**config.mk**
```make
export PLATFORM = sky130hd
export DESIGN_NAME = conv3d_fetch_ctrl
export DESIGN_NICKNAME = d
export VERILOG_FILES = /design/src/rtl/conv3d_pkg.sv /design/src/rtl/conv3d_addr_cnt.sv /design/src/rtl/conv3d_fetch_ctrl.sv
export SDC_FILE = /design/constraint.sdc
export NUM_CORES = 2
export LEC_CHECK = 0
export ABC_AREA = 1
export BUFFER_PORTS_ARGS = -buffer_cell sky130_fd_sc_hd__buf_2
export CORE_ASPECT_RATIO = 2
export CORE_UTILIZATION = 35
export CTS_BUF_LIST = sky130_fd_sc_hd__clkbuf_4 sky130_fd_sc_hd__clkbuf_8
export DETAILED_ROUTE_END_ITERATION = 7
export HOLD_SLACK_MARGIN = 0.12
export PLACE_DENSITY = 0.54
export SLEW_MARGIN = 20
export SYNTH_ARGS = -nofsm -noshare
export SYNTH_HDL_FRONTEND = slang
export SYNTH_HIERARCHICAL = 1
export SYNTH_SLANG_ARGS = --single-unit
```
**constraint.sdc**
```tcl
create_clock -name clk -period 3.1 [get_ports clk]
set_input_delay 0.155 -clock clk [delete_from_list [all_inputs] [get_ports clk]]
set_output_delay 0.155 -clock clk [all_outputs]
set_load 0.05 [all_outputs]
```
**src/rtl/conv3d_pkg.sv**
```systemverilog
// conv3d_pkg: shared state encoding, read-region codes and phase selection for the conv3d fetch path
package conv3d_pkg;
    localparam int CNT_W = 18;
    localparam logic [2:0] ST_IDLE = 3'd0;
    localparam logic [2:0] ST_RD_X = 3'd1;
    localparam logic [2:0] ST_RD_Y = 3'd2;
    localparam logic [2:0] ST_WR   = 3'd3;
    localparam logic [2:0] ST_DONE = 3'd4;
    localparam logic RD_SEL_X = 1'b0;
    localparam logic RD_SEL_Y = 1'b1;
    // First phase, in X -> Y -> Z order, whose count is still nonzero; DONE when none remain.
    function automatic logic [2:0] first_phase(input logic x_nz, input logic y_nz, input logic z_nz);
        return x_nz ? ST_RD_X : y_nz ? ST_RD_Y : z_nz ? ST_WR : ST_DONE;
    endfunction
endpackage

```
**src/rtl/conv3d_addr_cnt.sv**
```systemverilog
// conv3d_addr_cnt: address/down-counter pair for one region (load base and count, step on ack).
// Ports: clk, rst (sync, active-high); load_i/base_i/count_i load a new region;
// step_i advances address by one and decrements the count; addr_o current address,
// nz_o count nonzero, last_o exactly one word remaining.
module conv3d_addr_cnt import conv3d_pkg::*; #(
    parameter int AW = 128
) (
    input  logic             clk,
    input  logic             rst,
    input  logic             load_i,
    input  logic [AW-1:0]    base_i,
    input  logic [CNT_W-1:0] count_i,
    input  logic             step_i,
    output logic [AW-1:0]    addr_o,
    output logic             nz_o,
    output logic             last_o
);
    logic [AW-1:0]    addr_q, addr_d;
    logic [CNT_W-1:0] cnt_q, cnt_d;
    always_comb begin
        addr_d = load_i ? base_i : step_i ? addr_q + AW'(1) : addr_q;
        cnt_d  = load_i ? count_i : step_i ? cnt_q - CNT_W'(1) : cnt_q;
    end
    always_ff @(posedge clk) begin
        if (rst) begin
            addr_q <= '0;
            cnt_q  <= '0;
        end else begin
            addr_q <= addr_d;
            cnt_q  <= cnt_d;
        end
    end
    assign addr_o = addr_q;
    assign nz_o   = cnt_q != '0;
    assign last_o = cnt_q == CNT_W'(1);
endmodule

```
**src/rtl/conv3d_fetch_ctrl.sv**
```systemverilog
// conv3d_fetch_ctrl: per-pass execution controller streaming feature/weight reads then output writes.
// Ports: clk, rst (sync, active-high); param_* latched on param_ena in IDLE;
// rd_req/rd_addr/rd_sel with rd_ack and wr_req/wr_addr with wr_ack form the memory handshake;
// busy (not IDLE), cur_height_out (latched height), start_drop (param_ena ignored this cycle),
// flag_write_over (one-cycle pass-complete pulse).
module conv3d_fetch_ctrl import conv3d_pkg::*; #(
    parameter int AW = 128
) (
    input  logic          clk,
    input  logic          rst,
    input  logic          param_ena,
    input  logic [AW-1:0] param_xaddr,
    input  logic [AW-1:0] param_yaddr,
    input  logic [AW-1:0] param_zaddr,
    input  logic [8:0]    param_width_in,
    input  logic [8:0]    param_height_out,
    input  logic [17:0]   param_length_in,
    input  logic [17:0]   param_length_out,
    output logic          rd_req,
    output logic [AW-1:0] rd_addr,
    output logic          rd_sel,
    input  logic          rd_ack,
    output logic          wr_req,
    output logic [AW-1:0] wr_addr,
    input  logic          wr_ack,
    output logic          busy,
    output logic [8:0]    cur_height_out,
    output logic          start_drop,
    output logic          flag_write_over
);
    logic [2:0]    state_q, state_d;
    logic [8:0]    height_q, height_d;
    logic          start;
    logic          x_step, y_step, z_step;
    logic          x_nz, y_nz, z_nz;
    logic          x_last, y_last, z_last;
    logic [AW-1:0] x_addr, y_addr, z_addr;

    assign start  = param_ena && state_q == ST_IDLE;
    // An exhausted counter never steps, so a stray ack cannot underflow it.
    assign x_step = state_q == ST_RD_X && rd_ack && x_nz;
    assign y_step = state_q == ST_RD_Y && rd_ack && y_nz;
    assign z_step = state_q == ST_WR && wr_ack && z_nz;

    conv3d_addr_cnt #(.AW(AW)) u_x (
        .clk(clk), .rst(rst), .load_i(start), .base_i(param_xaddr),
        .count_i(param_length_in), .step_i(x_step),
        .addr_o(x_addr), .nz_o(x_nz), .last_o(x_last)
    );
    conv3d_addr_cnt #(.AW(AW)) u_y (
        .clk(clk), .rst(rst), .load_i(start), .base_i(param_yaddr),
        .count_i(CNT_W'(param_width_in)), .step_i(y_step),
        .addr_o(y_addr), .nz_o(y_nz), .last_o(y_last)
    );
    conv3d_addr_cnt #(.AW(AW)) u_z (
        .clk(clk), .rst(rst), .load_i(start), .base_i(param_zaddr),
        .count_i(param_length_out), .step_i(z_step),
        .addr_o(z_addr), .nz_o(z_nz), .last_o(z_last)
    );

    always_comb begin
        state_d  = state_q;
        height_d = start ? param_height_out : height_q;
        case (state_q)
            ST_IDLE: if (param_ena) state_d = first_phase(|param_length_in, |param_width_in, |param_length_out);
            ST_RD_X: if (x_step && x_last) state_d = first_phase(1'b0, y_nz, z_nz);
            ST_RD_Y: if (y_step && y_last) state_d = first_phase(1'b0, 1'b0, z_nz);
            ST_WR:   if (z_step && z_last) state_d = ST_DONE;
            default: state_d = ST_IDLE;
        endcase
    end

    always_ff @(posedge clk) begin
        if (rst) begin
            state_q  <= ST_IDLE;
            height_q <= '0;
        end else begin
            state_q  <= state_d;
            height_q <= height_d;
        end
    end

    assign rd_req          = state_q == ST_RD_X || state_q == ST_RD_Y;
    assign rd_sel          = state_q == ST_RD_Y ? RD_SEL_Y : RD_SEL_X;
    assign rd_addr         = state_q == ST_RD_Y ? y_addr : state_q == ST_RD_X ? x_addr : '0;
    assign wr_req          = state_q == ST_WR;
    assign wr_addr         = state_q == ST_WR ? z_addr : '0;
    assign busy            = state_q != ST_IDLE;
    assign cur_height_out  = height_q;
    assign start_drop      = param_ena && state_q != ST_IDLE;
    assign flag_write_over = state_q == ST_DONE;
endmodule

```
==> results.tsv, run 1 <==
metric	value	unit
synthArstFlopShare	0	%
ctsResizeCount	0	
io_buffers	713	
stop_stage	global routing (5_1_grt)	
grt_pass1_vias	52465	
post_cts_buffers	0	
grt_usage	50.21	%
grt_max_degree	132	
dpl.hpwl	212.2	mm
synth_most_common_cell	nand2_1	
num_rows	168	
synth_flop_cell	dfxtp_1	
io_pins	714	
grt_pass1_wl	383.6	mm
gp_routability_congestion	1.160	
cts.sink_count	450	
netlist.area_leader.share	24.29	%
yosys.area.top_type	dfxtp_1	
start_util	35.36	%
synth_common_cells	2158 x nand2_1, 1104 x nor2_1, 546 x inv_1	
grt_overflow	8	
yosys_warnings	6	
cts-buffers-inserted	76	
synth_seq_cells	450	
yosysSeqAreaShare	24.29	%
die_width	232.2	um
cts-htree-levels	3	
synth_area	37090	um^2
max-clock-path-buffers	3	
synth_top_cells_by_area	dfxtp_1 24%, nand2_1 22%, nor2_1 11%, a22oi_1 6.1%, inv_1 5.5%	
outcome	did not finish	
ys_types	39	
error	[ERROR GRT-0116] Global routing finished with congestion. Check the congestion regions in the DRC Viewer.	
syn_inst	6355	
die_h	462.4	um
syn_avg_cell_area	5.836	um^2
synth_edf_count	0	
cts_root_buffer	clkbuf_8	
metrics by stage:
step / instance area, um^2 / hold slack, ns / utilization, % / std cells / setup slack [ns]
2_1_floorplan: 37120 / 0.2174 / - / 6363 / 0.5809
3_3_place_gp: 43930 / 0.4121 / 41.88 / 8471 / 0.2311
3_5_place_dp: 43930 / 0.4194 / 41.88 / 8471 / 0.2453
4_1_cts: 51030 / 0.1264 / 48.65 / 9134 / 0.01707
what timing repair did:
item	4_1_cts
setup endpoints to repair	0
hold buffers	529
hold endpoints to repair	450
cells by family after synthesis:
kind of cell / count (synthesis) / share of synthesized area, %
fa+ha+maj: 9 / 0.3036
compound gates: 944 / 16.60
buf+inv: 789 / 8.222
xor+xnor: 201 / 4.808
simple gates: 3961 / 45.77
flops: 450 / 24.29
other cells: 1 / 0.01011
per-layer routing:
| layer | track usage [%] | overflow |
|---|---|---|
| met1 | 47.67 | 0 |
| met3 | 13.01 | 0 |
| met5 | 0 | 0 |
| met2 | 82.73 | 4 |
| met4 | 56.09 | 4 |
==> run 2, diff against run 1 <==
CORE_ASPECT_RATIO = default   (was 2)
CORE_UTILIZATION = 20   (was 35)
CTS_BUF_LIST = default   (was sky130_fd_sc_hd__clkbuf_4 sky130_fd_sc_hd__clkbuf_8)
HOLD_SLACK_MARGIN = default   (was 0.12)
PLACE_DENSITY = default   (was 0.54)
PLACE_DENSITY_LB_ADDON = 0.15   (was default)
==> run 2 against run 1 <==
The flow now finishes without violations. Synthesized cell count stayed put. Area after synthesis unchanged.
==> results.tsv, run 2 <==
metric	value	unit	change
yosysSeqAreaShare	24.29	%	unchanged
cap_violations	0		
syn_avg_cell_area	5.836	um^2	unchanged
grt_overflow	0		
cts-buffers-inserted	67		was 76
post-route-period-util	97.10	%	
coreArea	183700	um^2	
final_cell_count_no_fill	10103		
max-clock-path-buffers	3		unchanged
ir_drop	366.8	uV	
crit_fanout	72		
syn2layout_area_growth	39.41	%	
synth_area	37090	um^2	unchanged
final_util	28.15	%	
syn_inst	6355		unchanged
grt_pass1_vias	46204		
synth_top_cells_by_area	dfxtp_1 24%, nand2_1 22%, nor2_1 11%, a22oi_1 6.1%, inv_1 5.5%		unchanged
grt_pass1_wl	341.1	mm	
drtPass1Iterations	6		
relSlewSlack	45.51	%	
totalWireLength	249.2	mm	
critPathRequiredTime	2.94	ns	
place_inst	9517		was 8471
placed_cell_area	44750	um^2	was 43930 um^2
dieArea	187200	um^2	
finalSetupViolCount	0		
drc	0		
die_width	432.6	um	was 232.2 um
io_buffers	713		unchanged
cts.sink_count	450		unchanged
crit_start	state_q[1]		
drt_first_iter_violations	3771		
num_rows	157		was 168
holdWs	0.06041	ns	
yosys.area.top_type	dfxtp_1		unchanged
vias_per_cell	4.751		
synth_most_common_cell	nand2_1		unchanged
fin_crit	3.010	ns	
p_leak	19.71	nW	
skew	0.04223	ns	
synth_flop_cell	dfxtp_1		unchanged
num-nets-final	8031		
rsz0062_at_grt	false		
r2r_end	u_x/cnt_q[12]		
grt_max_degree	132		
drive_above_1_share	17.87	%	
r2r_slack	0.24	ns	
critPathLaunchType	flip-flop		
outcome	complete, no violations		was did not finish
clkLatencyLatePin	0.71	ns	
cts_tree	built		
synth_edf_count	0		unchanged
arrival	2.86	ns	
layout_common_cells	2157 x nand2_1, 1103 x nor2_1, 712 x buf_2		
die_h	432.6	um	was 462.4 um
grt_usage	25.66	%	
ant_nets	0		
synth_seq_cells	450		unchanged
dpl.hpwl	206.4	mm	was 212.2 mm
cts_root_buffer	clkbuf_16		was clkbuf_8
cts.clk_slew.worst_paths	0.06	ns	
via_count	48004		
fin_area	51700	um^2	
mostFrequentLayoutCell	nand2_1		
hold_viol	0		
wl_per_cell	24.66	um	
worst_setup_path_end_kind	primary output		
gp_routability_congestion	1.040		was 1.160
power_density	574.5	nW/um^2	
endpoint	rd_addr[10]		
r2r_start	u_x/cnt_q[0]		
io_pins	714		unchanged
tightest_slew	0.8173	ns	
synthArstFlopShare	0	%	unchanged
antenna_found_initial	11		
cts-htree-levels	3		unchanged
worstRegToRegCells	15		
synth_common_cells	2158 x nand2_1, 1104 x nor2_1, 546 x inv_1		unchanged
min-delay-start	wr_ack		
netlist.area_leader.share	24.29	%	unchanged
start_util	20.19	%	was 35.36%
drv_slew	0		
fmax	332.2	MHz	
ys_types	39		unchanged
fin_tns_setup	0	ns	
critPathKind	flip-flop to primary output		
min_path_type	input pin to flip-flop		
yosys_warnings	6		unchanged
## run 2: cell counts after synthesis
No cell type changed its count.
## run 2: critical path, stage by stage, from the launching register on
cell	delay, ns
dfxtp_1	0.51
nand2_2	0.28
inv_8	0.27
buf_16	0.31
a22o_1	0.36
buf_2	0.32
## run 2: cells by family (layout without fill, tap and decap cells)
family,after synthesis,after routing,share of synthesized area [%]
AO/OA/AOI/OAI,944,944,16.60
XOR/XNOR,201,201,4.808
adder cells (fa/ha/maj),9,9,0.3036
buffers and inverters,789,2054,8.222
flip-flops,450,450,24.29
other,1,20,0.01011
AND/OR/NAND/NOR,3961,3961,45.77
## run 2: cell type report
cell class,count,area [um^2]
antenna,11,27.53
clock buffer,90,1906
clock inverter,28,417.9
fill,21011,132000
inverter,559,2110
multi-input combinational,5124,25120
sequential,450,9009
tap,2464,3083
timing repair buffer,1377,10030
## run 2: metrics by stage
step,total power [mW],worst slack (ns)
after global placement,20.77,0.2776
after floorplan,15.30,0.5809
after global routing,31.11,0.008252
after detailed placement,20.78,0.1871
final,29.71,0.08989
after CTS,29.86,0.01789
## run 2: worst min path at each step
stage | cells after the start | endpoint | slack, ns
global placement | 3 | cur_height_out[8] | 0.42
detailed placement | 3 | cur_height_out[2] | 0.42
floorplan | 1 | state_q[0] | 0.22
finish | 6 | u_z/addr_o[2] | 0.06
CTS | 6 | u_z/addr_o[4] | 0.01
global route | 6 | u_z/addr_o[2] | 0.1
## run 2: timing repair
item                       CTS  global route
pin swaps                    0             2
hold endpoints to repair   441             0
hold buffers               452             0
gates resized for setup      2             9
setup endpoints to repair   96            68
setup buffers                0             5
cloned                       0             0
## run 2: power breakdown
part           internal, mW  switching [mW]
Clock                  5.07            3.37
Sequential             7.06            2.53
Combinational          4.11            7.56
Total                  16.3            13.5
## run 2: per-layer routing
layer / routed length (um) / track usage [%] / up-vias
met1: 101200 / 30.71 / 22940
li1: - / - / 22889
met2: 117700 / 43.35 / 1735
met5: 0 / 0 / -
met3: 12310 / 3.100 / 440
met4: 17940 / 16.31 / 0
(Power assumes the default switching activity.)
